`src/rtl/cv32e40x_xif_kill_fifo.sv`:
```
// cv32e40x_xif_kill_fifo: tracking FIFO for X-interface offload instructions/results.
// Valid/ready on both sides, per-entry ID tag, almost-full threshold, flush and
// partial kill (keep the oldest N entries, drop the rest).
// Optional occupancy high-water mark on hwm_o when CV32E40X_FIFO_HWM_EN is defined;
// otherwise hwm_o is tied to zero and no register exists.

module cv32e40x_xif_kill_fifo #(
    parameter int unsigned WIDTH        = 32,
    parameter int unsigned ID_WIDTH     = 4,
    parameter int unsigned DEPTH        = 4,
    parameter int unsigned FALL_THROUGH = 0,
    parameter int unsigned AFULL_THRESH = DEPTH - 1,
    parameter int unsigned CNT_W        = $clog2(DEPTH + 1)
) (
    input  logic                clk_i,
    input  logic                rst_ni,
    input  logic                flush_i,
    input  logic                kill_valid_i,
    input  logic [CNT_W-1:0]    kill_keep_i,
    input  logic                push_valid_i,
    output logic                push_ready_o,
    input  logic [WIDTH-1:0]    push_data_i,
    input  logic [ID_WIDTH-1:0] push_id_i,
    output logic                pop_valid_o,
    input  logic                pop_ready_i,
    output logic [WIDTH-1:0]    pop_data_o,
    output logic [ID_WIDTH-1:0] pop_id_o,
    output logic [CNT_W-1:0]    cnt_o,
    output logic                almost_full_o,
    output logic [CNT_W-1:0]    hwm_o
);

    localparam int unsigned PTR_W = (DEPTH > 1) ? $clog2(DEPTH) : 1;
    localparam int unsigned SUM_W = CNT_W + 1;
    localparam bit          FT_EN = (FALL_THROUGH != 0);

    localparam logic [CNT_W-1:0] DEPTH_C    = CNT_W'(DEPTH);
    localparam logic [CNT_W-1:0] THRESH_C   = CNT_W'(AFULL_THRESH);
    localparam logic [PTR_W-1:0] LAST_PTR_C = PTR_W'(DEPTH - 1);
    localparam logic [SUM_W-1:0] DEPTH_S    = SUM_W'(DEPTH);

    // State
    logic [PTR_W-1:0]    rptr_q, rptr_d;
    logic [PTR_W-1:0]    wptr_q, wptr_d;
    logic [CNT_W-1:0]    cnt_q,  cnt_d;
    logic [WIDTH-1:0]    mem_data_q [DEPTH];
    logic [ID_WIDTH-1:0] mem_id_q   [DEPTH];

    // Combinational control
    logic             blocked_c;
    logic             empty_c;
    logic             ft_active_c;
    logic             push_ready_c;
    logic             pop_valid_c;
    logic             push_fire_c;
    logic             pop_fire_c;
    logic             bypass_c;
    logic             store_c;
    logic [DEPTH-1:0] we_c;
    logic [CNT_W-1:0] kept_c;
    logic [SUM_W-1:0] wsum_c;

    // Wrap-around pointer increment; DEPTH need not be a power of two
    function automatic logic [PTR_W-1:0] ptr_inc(input logic [PTR_W-1:0] p);
        logic [PTR_W-1:0] r;
        if (p == LAST_PTR_C) begin
            r = '0;
        end else begin
            r = p + PTR_W'(1);
        end
        return r;
    endfunction

    // Handshake qualification; flush and kill block both sides for the cycle
    always_comb begin
        blocked_c    = flush_i | kill_valid_i;
        empty_c      = (cnt_q == '0);
        ft_active_c  = FT_EN & empty_c;
        push_ready_c = (cnt_q != DEPTH_C) & ~blocked_c;
        pop_valid_c  = (~empty_c | (FT_EN & push_valid_i)) & ~blocked_c;
        push_fire_c  = push_valid_i & push_ready_c;
        pop_fire_c   = pop_valid_c & pop_ready_i;
        bypass_c     = ft_active_c & push_fire_c & pop_fire_c;
        store_c      = push_fire_c & ~bypass_c;
    end

    // Head-of-queue read, or the push side itself when forwarding through an empty FIFO
    always_comb begin
        pop_data_o = mem_data_q[rptr_q];
        pop_id_o   = mem_id_q[rptr_q];
        if (ft_active_c) begin
            pop_data_o = push_data_i;
            pop_id_o   = push_id_i;
        end
    end

    // Next-state for pointers and count: flush > kill > normal push/pop
    always_comb begin
        rptr_d = rptr_q;
        wptr_d = wptr_q;
        cnt_d  = cnt_q;
        kept_c = cnt_q;
        wsum_c = '0;

        if (flush_i) begin
            rptr_d = '0;
            wptr_d = '0;
            cnt_d  = '0;
        end else if (kill_valid_i) begin
            // Keep the oldest entries; write pointer rewinds to just past them
            kept_c = (kill_keep_i < cnt_q) ? kill_keep_i : cnt_q;
            wsum_c = SUM_W'(rptr_q) + SUM_W'(kept_c);
            if (wsum_c >= DEPTH_S) begin
                wsum_c = wsum_c - DEPTH_S;
            end
            wptr_d = PTR_W'(wsum_c);
            cnt_d  = kept_c;
        end else if (!bypass_c) begin
            if (push_fire_c) begin
                wptr_d = ptr_inc(wptr_q);
            end
            if (pop_fire_c) begin
                rptr_d = ptr_inc(rptr_q);
            end
            case ({push_fire_c, pop_fire_c})
                2'b10:   cnt_d = cnt_q + CNT_W'(1);
                2'b01:   cnt_d = cnt_q - CNT_W'(1);
                default: cnt_d = cnt_q;
            endcase
        end
    end

    // Per-entry write enable: only the slot under the write pointer
    always_comb begin
        we_c = '0;
        for (int unsigned i = 0; i < DEPTH; i++) begin
            we_c[i] = store_c & (wptr_q == PTR_W'(i));
        end
    end

    // Pointer and count registers
    always_ff @(posedge clk_i or negedge rst_ni) begin
        if (!rst_ni) begin
            rptr_q <= '0;
            wptr_q <= '0;
            cnt_q  <= '0;
        end else begin
            rptr_q <= rptr_d;
            wptr_q <= wptr_d;
            cnt_q  <= cnt_d;
        end
    end

    // Entry storage, one enabled register pair per slot
    for (genvar g = 0; g < DEPTH; g++) begin : g_mem
        // Capture payload and tag when this slot is addressed by an accepted push
        always_ff @(posedge clk_i or negedge rst_ni) begin
            if (!rst_ni) begin
                mem_data_q[g] <= '0;
                mem_id_q[g]   <= '0;
            end else if (we_c[g]) begin
                mem_data_q[g] <= push_data_i;
                mem_id_q[g]   <= push_id_i;
            end
        end
    end

`ifdef CV32E40X_FIFO_HWM_EN
    logic [CNT_W-1:0] hwm_q, hwm_d;

    // High-water mark tracks the peak next-cycle occupancy; cleared only by flush
    always_comb begin
        hwm_d = hwm_q;
        if (flush_i) begin
            hwm_d = '0;
        end else if (cnt_d > hwm_q) begin
            hwm_d = cnt_d;
        end
    end

    // High-water mark register
    always_ff @(posedge clk_i or negedge rst_ni) begin
        if (!rst_ni) begin
            hwm_q <= '0;
        end else begin
            hwm_q <= hwm_d;
        end
    end

    assign hwm_o = hwm_q;
`else
    assign hwm_o = '0;
`endif

    assign push_ready_o  = push_ready_c;
    assign pop_valid_o   = pop_valid_c;
    assign cnt_o         = cnt_q;
    assign almost_full_o = (cnt_q >= THRESH_C);

endmodule

```
`config.mk`:
```
export PLATFORM = sky130hd
export DESIGN_NAME = cv32e40x_xif_kill_fifo
export DESIGN_NICKNAME = d
export VERILOG_FILES = /design/src/rtl/cv32e40x_xif_kill_fifo.sv
export SDC_FILE = /design/constraint.sdc
export NUM_CORES = 1
export LEC_CHECK = 0
export ABC_AREA = 1
export CAP_MARGIN = 20
export CELL_PAD_IN_SITES_DETAIL_PLACEMENT = 1
export CELL_PAD_IN_SITES_GLOBAL_PLACEMENT = 1
export CORE_MARGIN = 8
export CORE_UTILIZATION = 40
export CTS_CLUSTER_SIZE = 28
export DETAILED_ROUTE_END_ITERATION = 7
export PLACE_DENSITY = 0.82
export SYNTH_ARGS = -nofsm -noshare
export SYNTH_HDL_FRONTEND = slang
export SYNTH_SLANG_ARGS = --single-unit
```
`constraint.sdc`:
```
create_clock -name clk_i -period 3.1 [get_ports clk_i]
set_input_delay 0.62 -clock clk_i [delete_from_list [all_inputs] [get_ports clk_i]]
set_output_delay 0.62 -clock clk_i [all_outputs]
set_load 0.02 [all_outputs]
```
==> results.toml <==
[global_route]
grt_pass1_vias = 7019
grt_max_degree = 152
grt-ovfl-total = 0
grt_pass1_wl_um = 37000
grt_use_total_pct = 20.8
grt_antenna_before_repair = 0

[timing]
finClkSkew_ns = 0.00615
timing.hold.ws_ns = 0.277
setup_viol = 0
slew_headroom_pct = 26.1
fin_tns_setup_ns = 0
grt_setup_unrepaired = "false"
fin_crit_sh_pct = 96.8
max_slew.worst_pin.slew_ns = 1.11
fmax_ghz = 0.333
finalHoldViolCount = 0
slew_violations = 0
period_minus_slack_ns = 3.00

[clocking]
insertion_delay_ns = 0.42
cts_buffers = 17
cts_buffer_depth = 2
cts_tree = "yes"
cts_hold_buf = 0
h-tree-depth = 4
clkSlewWorstSetupHoldPaths_ns = 0.06
root_buffer = "clkbuf_16"
clock_sinks = 151
cts_setup_buffers = 0
ctsResizeCount = 0

[setup_path]
worstPathArrival_ns = 2.38
crit_chain = "buf_4, o21ai_0, o22ai_1, clkdlybuf4s50_1"
crit-reg2reg-capture = "wptr_q[1]$_DFFE_PN0P_"
setup.worst_path.start = "rptr_q[0]$_DFFE_PN0P_"
reg2reg_from = "cnt_o[2]$_DFFE_PN0P_"
crit_type = "reg -> out"
crit_slowest_cell = "clkdlybuf4s50_1"
critical_path.startpoint_type = "flip-flop"
endpoint_kind = "output port"
required_ns = 2.48
crit_end = "pop_data_o[20]"
cpPeakStageDelay_ns = 0.67
cp_max_fo = 34
reg2reg_slack_ns = 0.77
rr_worst_depth = 12

[power]
vdd_drop_max_mv = 0.431
p_clk_share_pct = 31.8
powerDensity_nw_per_um2 = 849
intPower_mw = 5.21
power.switching_mw = 2.48
netSwitchingFraction_pct = 32.3
combPwrFrac_pct = 28.4
leakagePower_nw = 4.32
pwr-share-seq_pct = 39.8

[yosys]
avgSynthCellArea_sq_um = 7.99
ys_seq_area_share_pct = 51.7
yosys.area.top_type_share_pct = 51.7
syn_inst = 915
synth.cell_area_sq_um = 7310
yosys_warnings = 0
synth_area_leaders = "dfrtp_1, nand2_1, o21ai_1, o21ai_0, nor2_1"
synth_top_area_cell = "dfrtp_1"
ys_ff_latch = 151
synth_cell_types = 33

[cells_and_area]
drive_gt1_share_pct = 7.06
final_core_util_pct = 50.4
syn2layout_area_growth_pct = 23.9
final_common_cell = "nand2_1"
multiInputGateArea_sq_um = 3130
regArea_sq_um = 3780
n_fill_cell = 2146
most-common-layout-cells = "nand2_1, dfrtp_1, o21ai_1"
antenna_cells = 0
final_cell_area_sq_um = 9060
finalNetCount = 1033

[placed_design]
hpwlAfterDp_um = 13300
placedInstanceArea_sq_um = 8330
place_congestion = 0.806
portBuffers = 86

[drt]
first_pass_iters = 4
wl_um = 23100
ant_nets = 0
drt_iter0_drc = 440
via_per_inst = 5.42
routedWlPerCell_um = 19.0
vias = 6615
drc = 0

[floorplan]
die-area_sq_um = 22900
initial_core_util_pct = 40.7
die_width_um = 151
io_pins = 90
row_count = 49
die_h_um = 151
core_sq_um = 18000

[flow_run]
drv_cap = 0

[hold_path]
worstHoldPathType = "in -> async"

[outcome]
outcome = "finished, final reports clean"
[worst min-delay path by stage]
stage	to	slack (ns)	cells after the start
4_1_cts	mem_data_q[122]$_DFFE_PN0P_	0.38	2
6_report	mem_data_q[26]$_DFFE_PN0P_	0.28	2
3_3_place_gp	mem_data_q[36]$_DFFE_PN0P_	0.46	2
5_1_grt	mem_data_q[29]$_DFFE_PN0P_	0.36	2
2_1_floorplan	cnt_o[0]$_DFFE_PN0P_	0.32	0
3_5_place_dp	mem_data_q[44]$_DFFE_PN0P_	0.46	2
[sequential cells by signal, indices dropped and copies added, names as in the netlist]
name        flops
rptr_q          2
mem_data_q    128
mem_id_q       16
cnt_o           3
wptr_q          2
[kinds of logic after synthesis]
group / Yosys count / share of synthesized area, %
adders and majority gates: 10 / 1.81
buffers and inverters: 85 / 5.53
DFF: 151 / 51.7
other: 1 / 0.0513
AOI/OAI and AO/OA: 269 / 19.5
xor gates and xnor gates: 2 / 0.240
and+or+nand+nor: 397 / 21.2
[critical path: cells and delay by family (launching register included)]
kind / cells / cell delay (ns)
flops: 1 / 0.42
compound gates: 2 / 0.50
buf+inv: 2 / 1.04
[Yosys cell counts]
master and instances:
a21oi_1 2, a22oi_1 2, a31oi_1 1, a31oi_4 1, buf_1 12, buf_2 14
buf_4 16, buf_6 1, clkbuf_1 22, clkinv_1 1, conb_1 1, dfrtp_1 151
fa_1 1, ha_1 9, inv_1 12, inv_2 7, nand2_1 306, nand2_2 1
nand2_4 1, nand2b_1 1, nand3_1 6, nand3b_1 1, nand4_1 1, nor2_1 76
nor2_4 4, o211ai_1 1, o21a_1 1, o21ai_0 93, o21ai_1 129, o22ai_1 36
o31ai_1 3, xnor2_1 1, xor2_1 1
[layer usage]
layer | GRT usage, % | part of all wire, % | vias to the layer above
met2 | 34.6 | 49 | 128
met5 | 0 | 0 | -
met4 | 7.92 | 1.3 | 0
met3 | 3.23 | 3.9 | 22
li1 | - | - | 3151
met1 | 26.7 | 46 | 3314
[stage by stage]
step	total power, mW	worst slack [ns]	instances
2_1_floorplan	4.31	0.412	917
3_3_place_gp	5.17	0.181	1186
3_5_place_dp	5.28	0.0957	1187
4_1_cts	7.75	0.0804	1219
5_1_grt	8.16	0.0225	1220
6_report	7.70	0.0988	1220
[power groups by stage]
stage	sequential (mW)	combinational (mW)	clock, mW
5_1_grt	3.16	2.45	2.55
3_5_place_dp	3.09	2.19	0
2_1_floorplan	2.99	1.32	0
6_report	3.06	2.19	2.44
4_1_cts	3.06	2.22	2.47
3_3_place_gp	3.05	2.12	0
[cell type report]
class | instances | share of cell area, %
Clock buffer | 22 | 5.46
Multi-Input combinational cell | 681 | 34.6
Inverter | 20 | 0.829
Tap cell | 229 | 3.16
Sequential cell | 151 | 41.7
Clock inverter | 10 | 2.35
Timing Repair Buffer | 107 | 11.9
Power figures use the tool's default switching activity.
